--- src/rtl/rs_latch_pkg.sv ---
// Shared types and constants for the SR latch bank sequencer.
package rs_latch_pkg;

   typedef enum logic [2:0] {
      IDLE   = 3'd0,
      SETUP  = 3'd1,
      STROBE = 3'd2,
      HOLD   = 3'd3,
      CHECK  = 3'd4
   } state_t;

   localparam logic OP_SET = 1'b1;
   localparam logic OP_CLR = 1'b0;

   // Largest of three phase lengths, used to size the phase counter.
   function automatic int unsigned max3(input int unsigned a, input int unsigned b,
                                        input int unsigned c);
      int unsigned m;
      m = (a > b) ? a : b;
      return (m > c) ? m : c;
   endfunction

endpackage

--- src/rtl/rs_latch_bank_sequencer_rr_arbiter.sv ---
// Combinational rotating-priority arbiter: first requester at or after ptr wins.
module rr_arbiter #(
   parameter int unsigned NREQ = 4,
   parameter int unsigned PW   = 2
) (
   input  logic [NREQ-1:0] req,
   input  logic [PW-1:0]   ptr,
   output logic [NREQ-1:0] win,
   output logic [PW-1:0]   idx
);

   logic          found;
   logic [PW-1:0] j;

   // Scan requesters starting at ptr, wrapping modulo NREQ.
   always_comb begin
      win   = '0;
      idx   = '0;
      found = 1'b0;
      j     = '0;
      for (int unsigned i = 0; i < NREQ; i++) begin
         j = PW'((32'(ptr) + i) % NREQ);
         if (!found && req[j]) begin
            found  = 1'b1;
            win[j] = 1'b1;
            idx    = j;
         end
      end
   end

endmodule

--- src/rtl/rs_latch_bank_sequencer.sv ---
// Arbitrates NREQ requesters onto one gated SR latch, sequences s/r/en and
// checks the q/qn feedback against the requested value.
module rs_latch_bank_sequencer
   import rs_latch_pkg::*;
#(
   parameter int unsigned NREQ       = 4,
   parameter int unsigned SETUP_CYC  = 1,
   parameter int unsigned STROBE_CYC = 2,
   parameter int unsigned HOLD_CYC   = 1
) (
   input  logic            clk,
   input  logic            rst,
   input  logic [NREQ-1:0] req,
   input  logic [NREQ-1:0] op,
   output logic [NREQ-1:0] gnt,
   output logic [NREQ-1:0] done,
   output logic            err,
   output logic            busy,
   output logic            s,
   output logic            r,
   output logic            en,
   input  logic            q,
   input  logic            qn
);

   localparam int unsigned PW   = $clog2(NREQ);
   localparam int unsigned MAXC = max3(SETUP_CYC, STROBE_CYC, HOLD_CYC);
   localparam int unsigned CW   = $clog2(MAXC + 1);

   localparam logic [CW-1:0] SETUP_END  = CW'(SETUP_CYC - 1);
   localparam logic [CW-1:0] STROBE_END = CW'(STROBE_CYC - 1);
   localparam logic [CW-1:0] HOLD_END   = CW'(HOLD_CYC - 1);
   localparam logic [PW-1:0] LAST_IDX   = PW'(NREQ - 1);

   state_t          state;
   logic [CW-1:0]   cnt;
   logic [PW-1:0]   ptr;
   logic            op_r;
   logic [NREQ-1:0] win;
   logic [PW-1:0]   win_idx;
   logic [PW-1:0]   ptr_nxt;

   rr_arbiter #(
      .NREQ (NREQ),
      .PW   (PW)
   ) u_arb (
      .req (req),
      .ptr (ptr),
      .win (win),
      .idx (win_idx)
   );

   // Pointer moves just past the winner so it is served last next round.
   assign ptr_nxt = (win_idx == LAST_IDX) ? '0 : win_idx + PW'(1);

   // Sequencer FSM: state, phase counter and all registered pin/handshake outputs.
   always_ff @(posedge clk or posedge rst) begin
      if (rst) begin
         state <= IDLE;
         cnt   <= '0;
         ptr   <= '0;
         op_r  <= OP_CLR;
         gnt   <= '0;
         done  <= '0;
         err   <= 1'b0;
         busy  <= 1'b0;
         s     <= 1'b0;
         r     <= 1'b0;
         en    <= 1'b0;
      end else begin
         done <= '0;
         err  <= 1'b0;
         case (state)
            IDLE: begin
               if (|req) begin
                  gnt   <= win;
                  op_r  <= op[win_idx];
                  ptr   <= ptr_nxt;
                  s     <= op[win_idx];
                  r     <= ~op[win_idx];
                  busy  <= 1'b1;
                  cnt   <= '0;
                  state <= SETUP;
               end
            end
            SETUP: begin
               if (cnt == SETUP_END) begin
                  cnt   <= '0;
                  en    <= 1'b1;
                  state <= STROBE;
               end else begin
                  cnt <= cnt + CW'(1);
               end
            end
            STROBE: begin
               if (cnt == STROBE_END) begin
                  cnt   <= '0;
                  en    <= 1'b0;
                  state <= HOLD;
               end else begin
                  cnt <= cnt + CW'(1);
               end
            end
            HOLD: begin
               if (cnt == HOLD_END) begin
                  cnt   <= '0;
                  s     <= 1'b0;
                  r     <= 1'b0;
                  done  <= gnt;
                  err   <= (q != op_r) || (qn != ~op_r);
                  state <= CHECK;
               end else begin
                  cnt <= cnt + CW'(1);
               end
            end
            CHECK: begin
               cnt   <= '0;
               gnt   <= '0;
               busy  <= 1'b0;
               state <= IDLE;
            end
            default: begin
               cnt   <= '0;
               gnt   <= '0;
               busy  <= 1'b0;
               s     <= 1'b0;
               r     <= 1'b0;
               en    <= 1'b0;
               state <= IDLE;
            end
         endcase
      end
   end

   // Latch-safety and handshake invariants.
   a_no_sr : assert property (@(posedge clk) disable iff (rst) !(s && r));
   a_en_xor: assert property (@(posedge clk) disable iff (rst) en |-> (s ^ r));
   a_edge  : assert property (@(posedge clk) disable iff (rst)
                              (en != $past(en)) |-> ((s == $past(s)) && (r == $past(r))));
   a_gnt   : assert property (@(posedge clk) disable iff (rst) $onehot0(gnt));
   a_done  : assert property (@(posedge clk) disable iff (rst)
                              $onehot0(done) && ((done & ~gnt) == '0));

endmodule

--- config.mk ---
export PLATFORM = sky130hd
export DESIGN_NAME = rs_latch_bank_sequencer
export DESIGN_NICKNAME = d
export VERILOG_FILES = /design/src/rtl/rs_latch_pkg.sv /design/src/rtl/rs_latch_bank_sequencer_rr_arbiter.sv /design/src/rtl/rs_latch_bank_sequencer.sv
export SDC_FILE = /design/constraint.sdc
export NUM_CORES = 1
export LEC_CHECK = 0
export ABC_AREA = 1
export ABC_CLOCK_PERIOD_IN_PS = 2850
export BUFFER_PORTS_ARGS = -buffer_cell sky130_fd_sc_hd__buf_4
export CORE_MARGIN = 8
export CORE_UTILIZATION = 56
export DETAILED_ROUTE_END_ITERATION = 8
export PLACE_DENSITY = 0.83
export SETUP_SLACK_MARGIN = 0.2
export SKIP_CTS_REPAIR_TIMING = 1
export SLEW_MARGIN = 20
export SYNTH_ARGS = -nofsm -noshare
export SYNTH_HDL_FRONTEND = slang
export SYNTH_HIERARCHICAL = 1
export SYNTH_SLANG_ARGS = --single-unit
--- constraint.sdc ---
create_clock -name clk -period 2.85 [get_ports clk]
set_clock_uncertainty 0.15 [all_clocks]
set_input_delay 0.285 -clock clk [delete_from_list [all_inputs] [get_ports clk]]
set_output_delay 0.285 -clock clk [all_outputs]
set_load 0.02 [all_outputs]
# Yosys cells after proc, flatten, opt, wreduce, memory -nomap -nowiden
# Index checks and enable logic that the tools add are counted.
# word_totals
reg_bits,21
latchBits,0
mem_bits_rw,0
romBits,0
in_bits,12
output_inout_bits,13
elab_cells,123
mem_count,0
# op_classes
n_addsub,5
mul,0
n_div,0
order_cmp,9
n_eq_ne,12
shift,0
mux,55
bitwise,8
n_reduce_logical,23
# op_table
op,n
$mux 4,7
$mux 1,20
$mux 2,8
$lt 2x3->1 const B,5
$mux 3,4
$or 4x4->4,3
$pmux 3 s4,1
$bmux 1 s2,5
$pmux 1 s3,3
$reduce_or 3->1,3
$demux 1 s2,4
$ge 2x1->1 const B,4
$ne 2x2->1 const B,4
$pmux 4 s2,1
$logic_and 1x1->1,7
$add 2x1->2 const B,3
$eq 3x2->1 const B,2
$pmux 2 s3,1
$reduce_and 3->1,2
$not 1->1,5
$add 2x2->2 const B,2
$reduce_and 2->1,2
$reduce_and 4->1,1
$reduce_or 4->1,1
other kinds (11),14

# Logic depth before layout (Yosys ltp)
# Gate-level depths: netlist (run 1).
# depth
word_depth,17
depth_mapped,16
depth_no_buf,15

# Cells and area by module
# The synthesis (run 1) kept the hierarchy.
# modules_own_cells
mod,instances,cells_per_inst,area_per_inst_um2,seq_area_each_um2
rs_latch_bank_sequencer,1,134,1082.3,525.5
rr_arbiter,1,73,439.2,0.0

# Worst setup path before layout (run 1)
# Ideal clock, no wire load.
# synth_timing
path_type,register -> register
start,register ptr[0]
end,register r
setup_ns,0.065
arrival_ns,2.185
required_time_ns,2.635
path_slack_ns,0.450
path_stages_with_launch,16
n_path_buf,1
period_less_slack_ns,2.400
path_cell_list,dfrtp_1 -> inv_2 -> ha_1 -> inv_1 -> nand2_1 -> nand2_2 -> nor2_4 -> buf_6 -> nand3_1 -> nand3_1 -> or2_2 -> nand2_1 -> nand2_1 -> nor2_1 -> nand2_1 -> nand2_1
# synth_between
elab_chain_len,17
word_cells_on_any_way,29
cone_classes,3 x add/sub; 19 x mux; 1 x bitwise; 6 x reduce/logical
# synth_rtl
item,line_no,source
"start, declared",rs_latch_bank_sequencer.sv:37,logic [PW-1:0] ptr;
"start signal, assigned",rs_latch_bank_sequencer.sv:78,ptr <= ptr_nxt;
"parallel branches: the longest is 11 deep, another holds $add 2x1->2",--,
$mux 2 (*),rs_latch_bank_sequencer_rr_arbiter.sv:23,if (!found && req[j]) begin
named net win_idx[0],rs_latch_bank_sequencer.sv:40,logic [PW-1:0] win_idx;
$bmux 1 s2 (*),rs_latch_bank_sequencer.sv:80,r <= ~op[win_idx];
$mux 1 (not written as such) (*),rs_latch_bank_sequencer.sv:80,
$not 1->1 (*),rs_latch_bank_sequencer.sv:80,
$mux 1 (*),rs_latch_bank_sequencer.sv:75,if (|req) begin
$pmux 1 s3 (*),rs_latch_bank_sequencer.sv:73,case (state)
"end signal, assigned",rs_latch_bank_sequencer.sv:80,
"end, declared",rs_latch_bank_sequencer.sv:20,"output logic r,"
# Mark *: on every way through the listed nets, which the timed path passes. The select of a mux whose other input is x is not followed.
# A chain may end at the register's enable or synchronous reset.

# Final worst setup path (run 1)
# Same ends and word-level chain as after synthesis.

==> results, run 1 <==
- The vertical extent of the die is 68.1 um.
- The synthesized area divided by synthesized cell count is about 7.4 sq um.
- The total power per unit cell area is approximately 1200 nW/um^2.
- The final instance area is approximately 1800 sq um.
- The synthesized netlist cell count is a little over 200.
- In this run the power spent charging and discharging nets is 1.16 mW.
- The via count of the first global-routing pass came to ~1.4k.
- The total wire length after detailed routing is 3420 um.
- The prevailing post-synth register cell is dfrtp_1.
- The clock sink total is 21.
- The floorplan core area is around 2700 sq um.
- Setup repair after global routing left no endpoint under its margin.
- The sum of overflow across all layers after global routing is 0.
- The wire length of the first global-routing pass is about 6000 um.
- The share of power burned in combinational logic is between 60% and 70%.
- The worst slew margin relative to its limit is about half.
- The worst reg-to-reg setup slack is about 0.48 ns.
- STA classifies the critical path endpoint as a register.
- In this run, the number of DRC markers left after iteration 0 of detailed routing was 114.
- The cell area after placement is approximately 1700 sq um.
- The internal power of the cells totals approximately 0.99 mW.
- The TritonCTS clock tree is done.
- 0 antenna diodes ended up in the layout.
- The layout cell share with drive strength beyond 1 is between 20% and 30%.
- After synthesis, the share of flip-flops with an asynchronous set or reset is 100%.
- Summing the sequential cell areas from Yosys gives around a third of the chip area.
- The switching share of power is 54.0%.
- The run finished, with violations left.
- The first-pass iteration count of the detailed router is 4.
- The checks that failed: negative hold slack.
- Summed over all failing endpoints, the final setup total negative slack is 0 ns.
- The number of buffers on the longest clock path is 2.
- Detailed placement finished with a half-perimeter wire length of 2810 um.
- The number of antenna violations at the first check in global routing is 0.
- The floorplan has 19 rows.
- Entering global routing, the biggest net connects 22 pins.
- The data required time of the worst path is 2.95 ns.
- Counting flops with a built-in enable in the synthesized netlist gives 0.
- The number of DRC violations after detailed routing is 0.
- In this run the static leakage power is around 1 nW.
- The category of the worst setup path launch point is a register.
- In the routed layout, each cell is associated on average with a via count of ~5.3.
- The arrival time at the worst endpoint is about 2.5 ns.
- The global routing usage summed across all routing layers is ~16%.
- The count of H-tree levels built during CTS is 1.
- At the end of the flow, the number of nets in the layout was 260.
- For the finished layout, the period the worst path requires is around 2.4 ns.
- The largest fanout on the critical path is 9.
- The portion of total power attributed to the clock network is 6.7%.
- The number of hold violations in the final report was 21.
- The Yosys step of the flow raised 6 warnings.
- The clock transition at the register clock pins on the worst setup and hold paths after CTS is approximately 0.12 ns.
- The synthesized netlist contains 27 unique library cells.
- The number of max-slew violations in the final report is 0.
- For the pin with the worst max-slew slack, the measured transition is roughly 0.78 ns.
- The width of the die is slightly below 70 um.
- The effective utilization at floorplan is 57.1%.
- The number of port buffers is 24.
- 25 I/O pins were placed.
- The net count of the mapped netlist is approximately 230.
- The power share of the sequential group is 23.5%.
- Once detail routing completed, the nets flagged for antenna violations numbered 0.
- In the final routed layout, each cell accounts on average for roughly 13 um.
- The post-synthesis to final-layout area growth is 17.6%.
- The floorplan step defined a die boundary enclosing 4640 sq um.
- Setup violations remaining at the end of the flow were counted as 0.
- The number of synthesized register bits is 21.
- The last weighted congestion value of the routability-driven placer is 0.886.
- Dividing the final minimum period by the clock period gives a little over 80%.
- The clock tree root buffer cell is clkbuf_4.
- The TritonCTS buffer count is 3.
- The maximum ir drop on the vdd rail is between 0.9 and 1 mV.
- Across the run, the number of max-cap violations was 0.
- Derived from the worst setup path, the maximum achievable clock frequency is between 400 and 500 MHz.
- The latest clock arrival within the worst-skew pair is around 0.3 ns.
- The hold slack is -0.0389 ns.
- Once layout is complete, the utilization of the core stands at about two thirds.
- In this run the cell area of the synthesized design comes to 1520 sq um.
- The type of the setup path with the least slack is register to register.
- The final route contains about 1.4k vias.
- The worst hold path belongs to the class primary input to asynchronous set/reset pin.
## per-stage QoR
stage	setup WS (ns)	total power, mW	cells	hold WS [ns]
2_1_floorplan	0.450	1.64	207	0.112
3_3_place_gp	0.552	1.94	263	0.311
3_5_place_dp	0.435	1.98	263	0.328
4_1_cts	0.397	2.13	267	-0.00166
5_1_grt	0.274	2.37	268	0.0263
6_report	0.485	2.14	268	-0.0389
## cell usage after synthesis, types with 4 or more instances
cell type	n	area, sq um
nand3_1	22	110
nand2_2	11	68.8
inv_2	5	18.8
nor2_4	4	45.0
dfrtp_1	21	526
nor2_1	13	48.8
a21oi_1	8	40.0
ha_1	10	125
nand2_1	64	240
nand4_1	6	37.5
inv_1	22	82.6
a21boi_0	4	30.0
## flip-flops by register name (all words and copies together), names as in the netlist
signal and cells:
done 4, en 1, ptr 2, busy 1, r 1, err 1, cnt 2, state 3
s 1, gnt 4, op_r 1
## layer usage
metal / share of wire [%] / global-route usage [%]
met4: 0.79 / 4.60
met5: 0 / 0
met3: 5.6 / 1.47
met2: 51 / 30.2
met1: 42 / 19.5
## worst paths after layout
| path | start | to | depth (start not counted) |
|---|---|---|---|
| min in group clk | q | err | 4 |
| worst min register to register | en | en | 2 |
| worst min-delay path | rst | done[2] | 2 |
| worst max register to register | ptr[0] | r | 14 |
| worst max-delay path | ptr[0] | r | 14 |
| max in group asynchronous | rst | gnt[1] | 2 |
## layout by cell type, fill, tap and decap left out, drive strengths merged, types with 2 or more instances in the layout
cell,count
dfrtp,21
a21oi,10
nand3,24
clkbuf,3
nand2,77
nand4,6
nor2,19
a21boi,4
inv,27
o21ai,2
ha,10
or2,2
buf,26
## area by class of cell
| type | count | area (sq um) |
|---|---|---|
| clock buffers | 3 | 22.5 |
| clock inverters | 1 | 5.00 |
| fillers | 260 | 873 |
| inverters | 27 | 104 |
| multi-input cells | 158 | 888 |
| flip-flops and latches | 21 | 526 |
| well taps | 31 | 38.8 |
| repair buffers | 27 | 205 |
## logic make-up after synthesis
group                      share of synthesized area (%)
AOI/OAI and AO/OA                                   7.90
DFF                                                 34.5
and+or+nand+nor                                     41.9
buffers and inverters                               7.40
adders and majority gates                           8.22
## critical path: stages (launching register included)
cell     delay (ns)
dfrtp_1        0.41
inv_4          0.08
ha_1           0.37
inv_2          0.11
nand3_1        0.07
nand2_1        0.07
nor2_2         0.07
a21oi_1        0.16
nand3_2        0.15
or2_2          0.31
nand2_1        0.06
nand2_1        0.06
nor2_1         0.09
nand2_1        0.06
nand2_1        0.07
## power by group through the flow
stage / Combinational, mW / Sequential (mW) / Clock [mW]
after detailed placement: 1.47 / 0.508 / 0
after global placement: 1.44 / 0.501 / 0
after floorplan: 1.07 / 0.569 / 0
final: 1.49 / 0.505 / 0.145
after global routing: 1.69 / 0.521 / 0.164
after CTS: 1.48 / 0.501 / 0.148
(Power assumes the default switching activity.)
==> run 2: changes to the inputs <==
- ABC_CLOCK_PERIOD_IN_PS: 2850 -> 2100
- CORE_UTILIZATION: 56 -> 50
- PLACE_DENSITY: 0.83 -> 0.79
- clock period: 2.85 -> 2.1 ns (I/O delays scaled with it)
==> results, run 2 (synthesis gave the netlist of run 1 again) <==
- The flow ran to the end, but the final reports show violations.
- The checks that failed: negative setup slack.
- The diode insertion count for antenna repair is 0 (unchanged).
- The worst min-delay path class is primary input to register.
- The sum of overflow across all layers after global routing came to 0 (unchanged).
- The start point of the critical path is ptr[0].
- The TritonCTS buffer count came to 3 (unchanged).
- The number of buffers on the longest clock path is 2 (unchanged).
- The number of max-capacitance violations reported is 0 (unchanged).
- Clock tree synthesis selected as its root buffer the cell clkbuf_4.
- The number of hold violations in the final report is 0 (-100%).
- The total wire length after detailed routing came to 3500 um (+2.1%).
- The worst reg-to-reg setup slack is -0.03 ns (-0.51 ns).
- The static leakage power is 1.04 nW (+5.5%).
- The final cycle utilization of the critical path was 101% (+18 points).
- The arrival time at the worst endpoint is 2.22 ns (-0.25 ns).
- The fraction of met2 tracks used by global routing is 22.8% (-7.5 points).
- The TritonCTS clock tree is done.
- The element type at the critical path end is a register.
- The total I/O pin count is 25 (unchanged).
- The setup-violating endpoint count in the final report is 1 (+1).
- The pin count of the biggest net entering global routing was 22 (unchanged).
- The placed wire-length estimate is 2750 um (-2.0%).
- The setup TNS was -0.0253 ns (-0.0253 ns).
- The number of max-slew violations in the final report is 0 (unchanged).
- The wire length of the first global-routing pass is 5640 um (-5.8%).
- The effective utilization at floorplan was 51.1% (-6.1 points).
- The latest clock arrival within the worst-skew pair was 0.30 ns (about the same).
- The worst setup path endpoint is r.
- The reg-to-reg startpoint is ptr[0].
- The worst register-to-register path ends at r.
- The clock period minus worst slack came to 2.13 ns (-0.240 ns).
- The data required time of the worst path came to 2.19 ns (-0.76 ns).
- The floorplan die area was 5060 sq um (+9.1%).
- The total power per unit cell area is 1690 nW/um^2 (+41%).
- The depth of the most critical reg-to-reg path was 14 (unchanged).
- The floorplan core area was 2980 sq um (+12%).
- The maximum ir drop on the vdd rail is 1.05 mV (+11%).
- The largest registers in the layout are done (4), gnt (4), state (3).
- The number of antenna violations at the first check in global routing was 0 (unchanged).
- The global routing usage summed across all routing layers was 13.4% (-2.9 points).
- The clock sink total was 21 (unchanged).
- The last weighted congestion value of the routability-driven placer is 0.895 (+0.94%).
- The utilization of the core after routing was 64.8% (-2.4 points).
- The via-per-instance ratio was 5.04 (-4.9%).
- The number of nets in the layout is 270 (+3.8%).
- The via total after detailed routing is 1410 (-0.63%).
- The final antenna-violating net count is 0 (unchanged).
- The met1 global-route usage was 16.2% (-3.3 points).
- From synthesis to final layout, the design area changed by 26.9%.
- The fmax was 471 MHz (+11%).
- The category of the worst setup path launch point is a register.
- The width of the die is 71.2 um (+4.5%).
- The first-pass iteration count of the detailed router was 4 (unchanged).
- The final cell count without fillers came to 280 (+4.5%).
- The clock transition at the register clock pins on the worst setup and hold paths after CTS is 0.12 ns (about the same).
- The number of core rows is 20 (+1).
- The number of port buffers came to 24 (unchanged).
- The global routing stage identified its most utilized layer as met2.
- The number of cells in the design after placement is 270 (+2.7%).
- The commonest non-fill, non-tap cell in the layout is nand2_1.
- The routing usage on met3 is 2.40% (+0.93 points).
- The starting DRC count in detailed routing came to 117 (+2.6%).
- The final worst-path setup slack was -0.0253 ns (-0.510 ns).
- The layout cell share with drive strength beyond 1 is 32.8% (+7.1 points).
- The number of DRC violations after detailed routing was 0 (unchanged).
- The worst slew margin relative to its limit is 78.5% (+30 points).
- The detailed-route wire length per cell is 12.5 um (-2.3%).
- The type of the setup path with the least slack is register to register.
- In the layout the commonest cells are nand2_1, buf_4, inv_1.
- The via count of the first global-routing pass is 1286 (-5.6%).
- Setup repair after global routing could not meet its margin everywhere.
- The vertical extent of the die is 71.2 um (+4.5%).
- The count of H-tree levels built during CTS is 1 (unchanged).
- The slew at the pin closest to its max-slew limit is 0.321 ns (-0.456 ns).
- The largest fanout on the critical path is 6 (-3).
[run 2: cell count changes in the layout (fill, tap and decap cells not counted), sizes merged]
cell         change
buf              +9
dlygate4sd3      +1
[run 2: metal layers]
metal / part of all wire, % / up-vias
li1: - / 738
met1: 46 / 617
met2: 47 / 51
met3: 5.6 / 4
met4: 1.1 / 0
met5: 0 / -
[run 2: power breakdown]
group	internal [mW]	total (mW)	switching, mW	leakage, nW
sequential	0.555	0.685	0.130	0.272
clock	0.0709	0.194	0.123	0.0177
combinational	0.936	2.38	1.44	0.751
total	1.56	3.26	1.70	1.04
[run 2: worst min-delay path by stage]
stage,from,to,slack (ns),cells past startpoint
final,q,err,0.05,3
after global routing,q,err,0.06,4
after CTS,rst,done[2],-0.22,3
after detailed placement,rst,err,0.12,3
after global placement,rst,err,0.11,3
after floorplan,rst,busy,0.04,1
[run 2: metrics by stage]
stage	hold WS, ns	power, mW	setup slack (ns)	instance area, sq um
after floorplan	0.0364	2.29	0.0152	1550
after global placement	0.110	2.78	0.0753	1810
after detailed placement	0.119	2.83	-0.0497	1810
after CTS	-0.222	3.03	-0.0763	1840
after global routing	0.0648	3.54	-0.135	1930
final	0.0461	3.26	-0.0253	1930
[run 2: worst max-delay path, stage by stage, from the launching register on]
cell	delay, ns
dfrtp_2	0.44
inv_4	0.08
ha_4	0.22
inv_4	0.07
nand3_2	0.07
nand2_2	0.09
nor2_4	0.04
a21oi_2	0.16
nand3_2	0.14
or2_4	0.27
nand2_2	0.06
nand2_2	0.05
nor2_1	0.09
nand2_1	0.05
nand2_1	0.07
[run 2: layout make-up]
type	instances	area [sq um]
timing repair buffer	37	283
inverter	27	106
sequential	21	528
multi-input combinational	158	945
fill	274	1050
clock inverter	1	5.00
tap	33	41.3
clock buffer	3	22.5
